## config.mk

```make
export PLATFORM = sky130hd
export DESIGN_NAME = adc_unsign_to_sign_capture_flat
export DESIGN_NICKNAME = d
export VERILOG_FILES = /design/src/rtl/adc_unsign_to_sign_capture_if.sv /design/src/rtl/adc_unsign_to_sign_capture.sv /design/src/flat_wrapper.sv
export SDC_FILE = /design/constraint.sdc
export NUM_CORES = 1
export LEC_CHECK = 0
export CORE_MARGIN = 5
export CORE_UTILIZATION = 47
export CTS_BUF_LIST = sky130_fd_sc_hd__clkbuf_16
export DETAILED_ROUTE_END_ITERATION = 16
export GPL_TIMING_DRIVEN = 0
export PLACE_DENSITY = 0.8
export RECOVER_POWER = 50
export SYNTH_ARGS = -nofsm -noshare
export SYNTH_HDL_FRONTEND = slang
export SYNTH_SLANG_ARGS = --single-unit
```

## constraint.sdc

```tcl
create_clock -name i_clk -period 5.29 [get_ports i_clk]
set_input_delay 1.058 -clock i_clk [delete_from_list [all_inputs] [get_ports i_clk]]
set_output_delay 1.058 -clock i_clk [all_outputs]
set_load 0.05 [all_outputs]
```

## src/rtl/adc_unsign_to_sign_capture_if.sv

```systemverilog
// ---------------------------------------------------------------------------
// AdcUnsignToSignCaptureIf
// Purpose : bundles the ADC sample strobe and the valid/ready result stream
//           of adc_unsign_to_sign_capture into one port.
// Signals :
//   adc_data  [N-1:0] offset-binary sample from the ADC
//   adc_valid         sample strobe (no back-pressure on the ADC side)
//   out_data  [N-1:0] two's-complement result at the FIFO head
//   out_valid         FIFO head is valid
//   out_ready         consumer accepts the head this cycle
// Modports:
//   master - sample producer and result consumer (e.g. a testbench)
//   slave  - the capture block itself
// ---------------------------------------------------------------------------
interface adc_unsign_to_sign_capture_if #(
    parameter int N = 14
);
    logic [N-1:0] adc_data;
    logic         adc_valid;
    logic [N-1:0] out_data;
    logic         out_valid;
    logic         out_ready;

    modport master (
        output adc_data,
        output adc_valid,
        output out_ready,
        input  out_data,
        input  out_valid
    );

    modport slave (
        input  adc_data,
        input  adc_valid,
        input  out_ready,
        output out_data,
        output out_valid
    );
endinterface

```

## src/rtl/adc_unsign_to_sign_capture.sv

```systemverilog
// ---------------------------------------------------------------------------
// adc_unsign_to_sign_capture
// Purpose : captures offset-binary ADC samples, converts them to two's
//           complement, optionally boxcar-averages 2^DEC_LOG2 of them, and
//           hands results to the IQ mixers through a 2-entry FWFT FIFO.
//           The ADC cannot be stalled: a result that finds the FIFO full
//           (with no read in the same cycle) is dropped and flagged.
// Parameters:
//   N         sample width in and out (>= 2)
//   DEC_LOG2  decimation exponent, 0 = pass-through, 1..8 = average
// Ports:
//   i_clk       rising-edge clock
//   i_rst       synchronous active-high reset
//   bus         slave side of adc_unsign_to_sign_capture_if
//                 (adc_data/adc_valid in, out_data/out_valid out, out_ready in)
//   i_ovf_clr   clears the sticky overflow flag
//   o_ovf       sticky flag: at least one result was dropped
//   o_smp_cnt   results successfully written to the FIFO, wraps at 16 bits
// Build option:
//   SYM_CLAMP_EN  when defined, offset-binary 0 maps to -(2^(N-1)-1) instead
//                 of -2^(N-1), giving a symmetric range before averaging.
// ---------------------------------------------------------------------------
module adc_unsign_to_sign_capture #(
    parameter int N        = 14,
    parameter int DEC_LOG2 = 0
) (
    input  logic                         i_clk,
    input  logic                         i_rst,
    adc_unsign_to_sign_capture_if.slave  bus,
    input  logic                         i_ovf_clr,
    output logic                         o_ovf,
    output logic [15:0]                  o_smp_cnt
);

    // Offset-binary to two's complement is just an MSB flip.
    logic [N-1:0] w_conv;
    logic [N-1:0] r_conv;
    logic         r_convValid;

    // Stage 1 combinational conversion; the optional clamp folds the single
    // asymmetric code onto the symmetric minimum before it reaches the adder.
    always_comb begin
        w_conv = {~bus.adc_data[N-1], bus.adc_data[N-2:0]};
`ifdef SYM_CLAMP_EN
        if (bus.adc_data == '0) begin
            w_conv = {1'b1, {(N-1){1'b0}}} | {{(N-1){1'b0}}, 1'b1};
        end
`endif
    end

    // Stage 1 register: one sample per clock, no stall path.
    always_ff @(posedge i_clk) begin
        if (i_rst) begin
            r_conv      <= '0;
            r_convValid <= 1'b0;
        end else begin
            r_conv      <= w_conv;
            r_convValid <= bus.adc_valid;
        end
    end

    // Stage 2 produces a write request plus the value to push.
    logic         w_wrReq;
    logic [N-1:0] w_result;

    generate
        if (DEC_LOG2 == 0) begin : g_pass
            assign w_wrReq  = r_convValid;
            assign w_result = r_conv;
        end else begin : g_dec
            localparam int AW = N + DEC_LOG2;

            logic signed [AW-1:0]       r_acc;
            logic        [DEC_LOG2-1:0] r_phase;
            logic signed [AW-1:0]       w_convExt;
            logic signed [AW-1:0]       w_sum;

            assign w_convExt = {{DEC_LOG2{r_conv[N-1]}}, r_conv};
            assign w_sum     = r_acc + w_convExt;
            assign w_wrReq   = r_convValid && (r_phase == '1);
            // Dropping the low bits of a two's-complement sum is an
            // arithmetic shift, i.e. floor toward -inf; the mean of N-bit
            // values always fits back into N bits.
            assign w_result  = w_sum[AW-1:DEC_LOG2];

            // Accumulator restarts on phase 0; the phase only advances on
            // valid samples so gaps in adc_valid simply pause the average.
            always_ff @(posedge i_clk) begin
                if (i_rst) begin
                    r_acc   <= '0;
                    r_phase <= '0;
                end else if (r_convValid) begin
                    r_acc   <= (r_phase == '0) ? w_convExt : w_sum;
                    r_phase <= r_phase + DEC_LOG2'(1);
                end
            end
        end
    endgenerate

    // Two-entry first-word-fall-through FIFO.
    logic [N-1:0] r_mem [2];
    logic         r_rdPtr;
    logic         r_wrPtr;
    logic [1:0]   r_count;
    logic         r_ovf;
    logic [15:0]  r_smpCnt;

    logic w_full;
    logic w_rd;
    logic w_wr;
    logic w_drop;

    // A read frees a slot in the same cycle, so a full FIFO can still take
    // a write when the consumer is popping; otherwise the result is lost.
    always_comb begin
        w_full = (r_count == 2'd2);
        w_rd   = (r_count != 2'd0) && bus.out_ready;
        w_wr   = w_wrReq && (!w_full || w_rd);
        w_drop = w_wrReq && w_full && !w_rd;
    end

    // FIFO storage, pointers, overflow flag and write counter. Setting the
    // overflow flag wins over a simultaneous clear so no drop goes unseen.
    always_ff @(posedge i_clk) begin
        if (i_rst) begin
            r_mem[0] <= '0;
            r_mem[1] <= '0;
            r_rdPtr  <= 1'b0;
            r_wrPtr  <= 1'b0;
            r_count  <= 2'd0;
            r_ovf    <= 1'b0;
            r_smpCnt <= 16'd0;
        end else begin
            if (w_wr) begin
                r_mem[r_wrPtr] <= w_result;
                r_wrPtr        <= ~r_wrPtr;
                r_smpCnt       <= r_smpCnt + 16'd1;
            end
            if (w_rd) begin
                r_rdPtr <= ~r_rdPtr;
            end
            r_count <= r_count + {1'b0, w_wr} - {1'b0, w_rd};
            if (w_drop) begin
                r_ovf <= 1'b1;
            end else if (i_ovf_clr) begin
                r_ovf <= 1'b0;
            end
        end
    end

    assign bus.out_data  = r_mem[r_rdPtr];
    assign bus.out_valid = (r_count != 2'd0);
    assign o_ovf         = r_ovf;
    assign o_smp_cnt     = r_smpCnt;

endmodule

```

## src/flat_wrapper.sv

```systemverilog
// flat-port wrapper written by rule: the top's interface ports become plain ports
module adc_unsign_to_sign_capture_flat 
#(
    parameter int N        = 14,
    parameter int DEC_LOG2 = 0
)
  (i_clk, i_rst, i_ovf_clr, o_ovf, o_smp_cnt, bus_adc_data, bus_adc_valid, bus_out_ready, bus_out_data, bus_out_valid);
  adc_unsign_to_sign_capture_if #(.N(N)) bus_i ();
  input  logic i_clk;
  input  logic i_rst;
  input  logic i_ovf_clr;
  output logic o_ovf;
  output logic [15:0] o_smp_cnt;
  input wire logic [$bits(bus_i.adc_data)-1:0] bus_adc_data;
  input wire logic [$bits(bus_i.adc_valid)-1:0] bus_adc_valid;
  input wire logic [$bits(bus_i.out_ready)-1:0] bus_out_ready;
  output wire logic [$bits(bus_i.out_data)-1:0] bus_out_data;
  output wire logic [$bits(bus_i.out_valid)-1:0] bus_out_valid;
  assign bus_i.adc_data = bus_adc_data;
  assign bus_i.adc_valid = bus_adc_valid;
  assign bus_i.out_ready = bus_out_ready;
  assign bus_out_data = bus_i.out_data;
  assign bus_out_valid = bus_i.out_valid;
  adc_unsign_to_sign_capture #(.N(N), .DEC_LOG2(DEC_LOG2)) u_core (.i_clk(i_clk), .i_rst(i_rst), .bus(bus_i), .i_ovf_clr(i_ovf_clr), .o_ovf(o_ovf), .o_smp_cnt(o_smp_cnt));
endmodule
```

==> impl_metrics.env <==
export IMPL_skew_ns=0.00664
export IMPL_syn_area_per_cell_um2=11.8
export IMPL_pwr_share_clk_pct=38.5
export IMPL_holdBufCountCts=0
export IMPL_clk_pin_slew_ns=0.05
export IMPL_crit_arrival_ns=2.33
export IMPL_worstPathMaxFanout=10
export IMPL_worstSetupEndpoint="bus_out_data[11]"
export IMPL_p_seq_share_pct=40.7
export IMPL_relSlewSlack_pct=45.8
export IMPL_routedWlPerCell_um=13.5
export IMPL_setup_viol=0
export IMPL_start_kind="flip-flop"
export IMPL_die_height_um=84.2
export IMPL_place_congestion=0.758
export IMPL_rr_endpoint="u_core.r_mem[1][8]"
export IMPL_antennaDiodeCount=0
export IMPL_numCtsBuffers=9
export IMPL_synthesis_area_um2=2590
export IMPL_synth_top_area_share_pct=32.5
export IMPL_vias=1720
export IMPL_die_area_um2=7090
export IMPL_insertion_delay_ns=0.32
export IMPL_multi_input_area_um2=952
export IMPL_final_nets=301
export IMPL_routed_wirelength_mm=4.81
export IMPL_clock_sinks=65
export IMPL_cp_required_ns=4.23
export IMPL_syn_nets=240
export IMPL_worst_slew_pin_slew_ns=0.813
export IMPL_drive_gt1_share_pct=10.9
export IMPL_ir_worst_vdd_mv=0.236
export IMPL_drv_cap=0
export IMPL_endpoint_kind="output pin"
export IMPL_ff_latch_area_um2=1580
export IMPL_fin_tns_setup_ns=0
export IMPL_place_area_um2=3180
export IMPL_hold_viol_final=0
export IMPL_grt_pass1_vias=1638
export IMPL_seq_area_frac_synth_pct=61.2
export IMPL_synthCells=219
export IMPL_leakagePower_nw=1.33
export IMPL_grt_first_pass_wirelength_mm=7.82
export IMPL_post_synth_top_count_cell="dfxtp_1"
export IMPL_cts_root_buf="clkbuf_16"
export IMPL_drtPass1Iterations=4
export IMPL_yosysUniqueCellTypes=30
export IMPL_htree_levels=3
export IMPL_fin_crit_ns=3.39
export IMPL_cts_setup_buffers=0
export IMPL_hpwl_mm=3.27
export IMPL_grt_use_total_pct=14.2
export IMPL_design_area_um2=3450
export IMPL_ctsLongestPathBuffers=2
export IMPL_drc=0
export IMPL_p_total_mw=1.42
export IMPL_reg2reg_depth=5
export IMPL_finalCritPeriodShare_pct=64.1
export IMPL_status="complete, no violations"
export IMPL_netSwitchingFraction_pct=27.3
export IMPL_min_path_type="reg -> reg"
export IMPL_ioPinCount=51
export IMPL_crit_type="reg -> out"
export IMPL_p_int_mw=1.03
export IMPL_syn2layout_area_growth_pct=33.4
export IMPL_grt_max_degree=15
export IMPL_yosysTopAreaCell="edfxtp_1"
export IMPL_core_area_um2=5440
export IMPL_rrSetupSlack_ns=2.93
export IMPL_grt_ovfl_total=0
export IMPL_synth_ff_type="dfxtp_1"
export IMPL_yosys_warnings=0
export IMPL_viasPerCell=4.82
export IMPL_ant_nets=0
export IMPL_rows=27
export IMPL_drt_initial_drc_count=57
export IMPL_antenna_found_initial=0
export IMPL_synth_edff_count=28
export IMPL_rr_startpoint="u_core.r_count[0]"
export IMPL_yosys_top_cells_area="edfxtp_1 33%, dfxtp_1 29%, and2_1 7.0%"
export IMPL_switchingPower_mw=0.387
export IMPL_async_flop_share_pct=0
export IMPL_fmax_ghz=0.295
export IMPL_initial_core_util_pct=47.6
export IMPL_pwr_share_comb_pct=20.8
export IMPL_rsz0062_at_grt="false"
export IMPL_synth_commonest_cells="37 x dfxtp_1, 29 x and2_1, 28 x edfxtp_1, 15 x nor2b_1"
export IMPL_n_fill_cell=445
export IMPL_cts_resized=0
export IMPL_ys_ff_latch=65
export IMPL_slew_violations=0
export IMPL_die_x_um=84.2
export IMPL_cts_tree="built"
export IMPL_port_buffers=50
export IMPL_power_density_nw_per_um2=411
[final cells by class]
class | instances | share of cell area [%]
Sequential cell | 65 | 45.8
Multi-Input combinational cell | 142 | 27.6
Timing Repair Buffer | 50 | 14.5
Clock buffer | 9 | 6.53
Tap cell | 72 | 2.61
Clock inverter | 7 | 1.60
Buffer | 10 | 1.12
Inverter | 2 | 0.218
[layout by cell type, fill, tap and decap left out, drive strengths merged]
| master | Yosys | final |
|---|---|---|
| buf | 3 | 1 |
| or4 | 4 | 4 |
| o31ai | 4 | 4 |
| nor2 | 14 | 14 |
| mux2 | 14 | 14 |
| or2 | 2 | 2 |
| o21ai | 4 | 4 |
| dlygate4sd3 | 0 | 19 |
| dfxtp | 37 | 37 |
| or3b | 1 | 1 |
| and4 | 2 | 2 |
| xor2 | 8 | 8 |
| a21oi | 10 | 10 |
| edfxtp | 28 | 28 |
| and3 | 2 | 2 |
| nand3 | 6 | 6 |
| clkbuf | 7 | 18 |
| bufinv | 0 | 1 |
| nand4 | 4 | 4 |
| clkinv | 0 | 3 |
| nor2b | 15 | 15 |
| inv | 2 | 5 |
| ha | 2 | 2 |
| and2 | 29 | 29 |
| o21bai | 1 | 1 |
| nor3 | 2 | 2 |
| xnor2 | 4 | 4 |
| nand2 | 6 | 6 |
| nand2b | 1 | 1 |
| clkdlybuf4s50 | 0 | 31 |
| or3 | 4 | 4 |
| nor3b | 3 | 3 |
[kinds of logic (layout without fill, tap and decap cells)]
logic type                 Yosys count  in the layout  synth area share [%]
adders and majority gates            2              2                 0.967
xor gates and xnor gates            12             12                  4.06
muxes                               14             14                  6.10
AOI/OAI and AO/OA                   19             19                  4.16
and+or+nand+nor                     95             95                  21.7
buffers and inverters               12             78                  1.89
DFF                                 65             65                  61.2
[through the flow]
stage | cells | worst slack [ns] | hold WS [ns] | utilization, %
detailed placement | 341 | 1.66 | 0.482 | 58.4
global route | 357 | 1.76 | 0.522 | 63.4
floorplan | 219 | 2.74 | 0.481 | -
finish | 357 | 1.90 | 0.490 | 63.4
CTS | 357 | 1.83 | 0.491 | 63.6
global placement | 341 | 1.75 | 0.464 | 58.4
[per-layer routing]
metal	part of all wire (%)	wire length, um	GRT usage [%]	vias up
met3	5.6	271	5.30	4
met5	0	0	0	-
met2	48	2300	23.7	41
li1	-	-	-	884
met4	0.96	46	5.26	0
met1	46	2190	16.8	791
[registers in the layout, indices dropped and copies added, names as in the netlist, named ones only]
signal	cells
u_core.r_wrPtr	1
u_core.o_smp_cnt	16
u_core.r_conv	14
u_core.r_count	2
u_core.r_mem	28
u_core.r_convValid	1
u_core.r_rdPtr	1
u_core.o_ovf	1
[worst max-delay path, stage by stage, from the launching register on]
cell             delay [ns]
dfxtp_1                0.42
clkbuf_1               0.49
mux2_2                 0.41
clkdlybuf4s50_1        0.70
[how the worst min path moves through the flow]
| stage | end | start | cells past startpoint |
|---|---|---|---|
| detailed placement | u_core.o_smp_cnt[15] | u_core.o_smp_cnt[15] | 2 |
| global route | u_core.o_smp_cnt[14] | u_core.o_smp_cnt[14] | 2 |
| floorplan | flip-flop | u_core.r_rdPtr | 2 |
| CTS | u_core.o_smp_cnt[15] | u_core.o_smp_cnt[15] | 2 |
| global placement | u_core.o_smp_cnt[15] | u_core.o_smp_cnt[15] | 2 |
| finish | u_core.o_smp_cnt[15] | u_core.o_smp_cnt[15] | 2 |
[power by group through the flow]
stage / clock network (mW) / logic [mW] / registers [mW]
2_1_floorplan: 0 / 0.206 / 0.587
3_3_place_gp: 0 / 0.298 / 0.585
3_5_place_dp: 0 / 0.300 / 0.587
4_1_cts: 0.558 / 0.301 / 0.577
5_1_grt: 0.586 / 0.314 / 0.580
6_report: 0.547 / 0.295 / 0.577
Note: power is estimated with default switching activity, not from simulation.
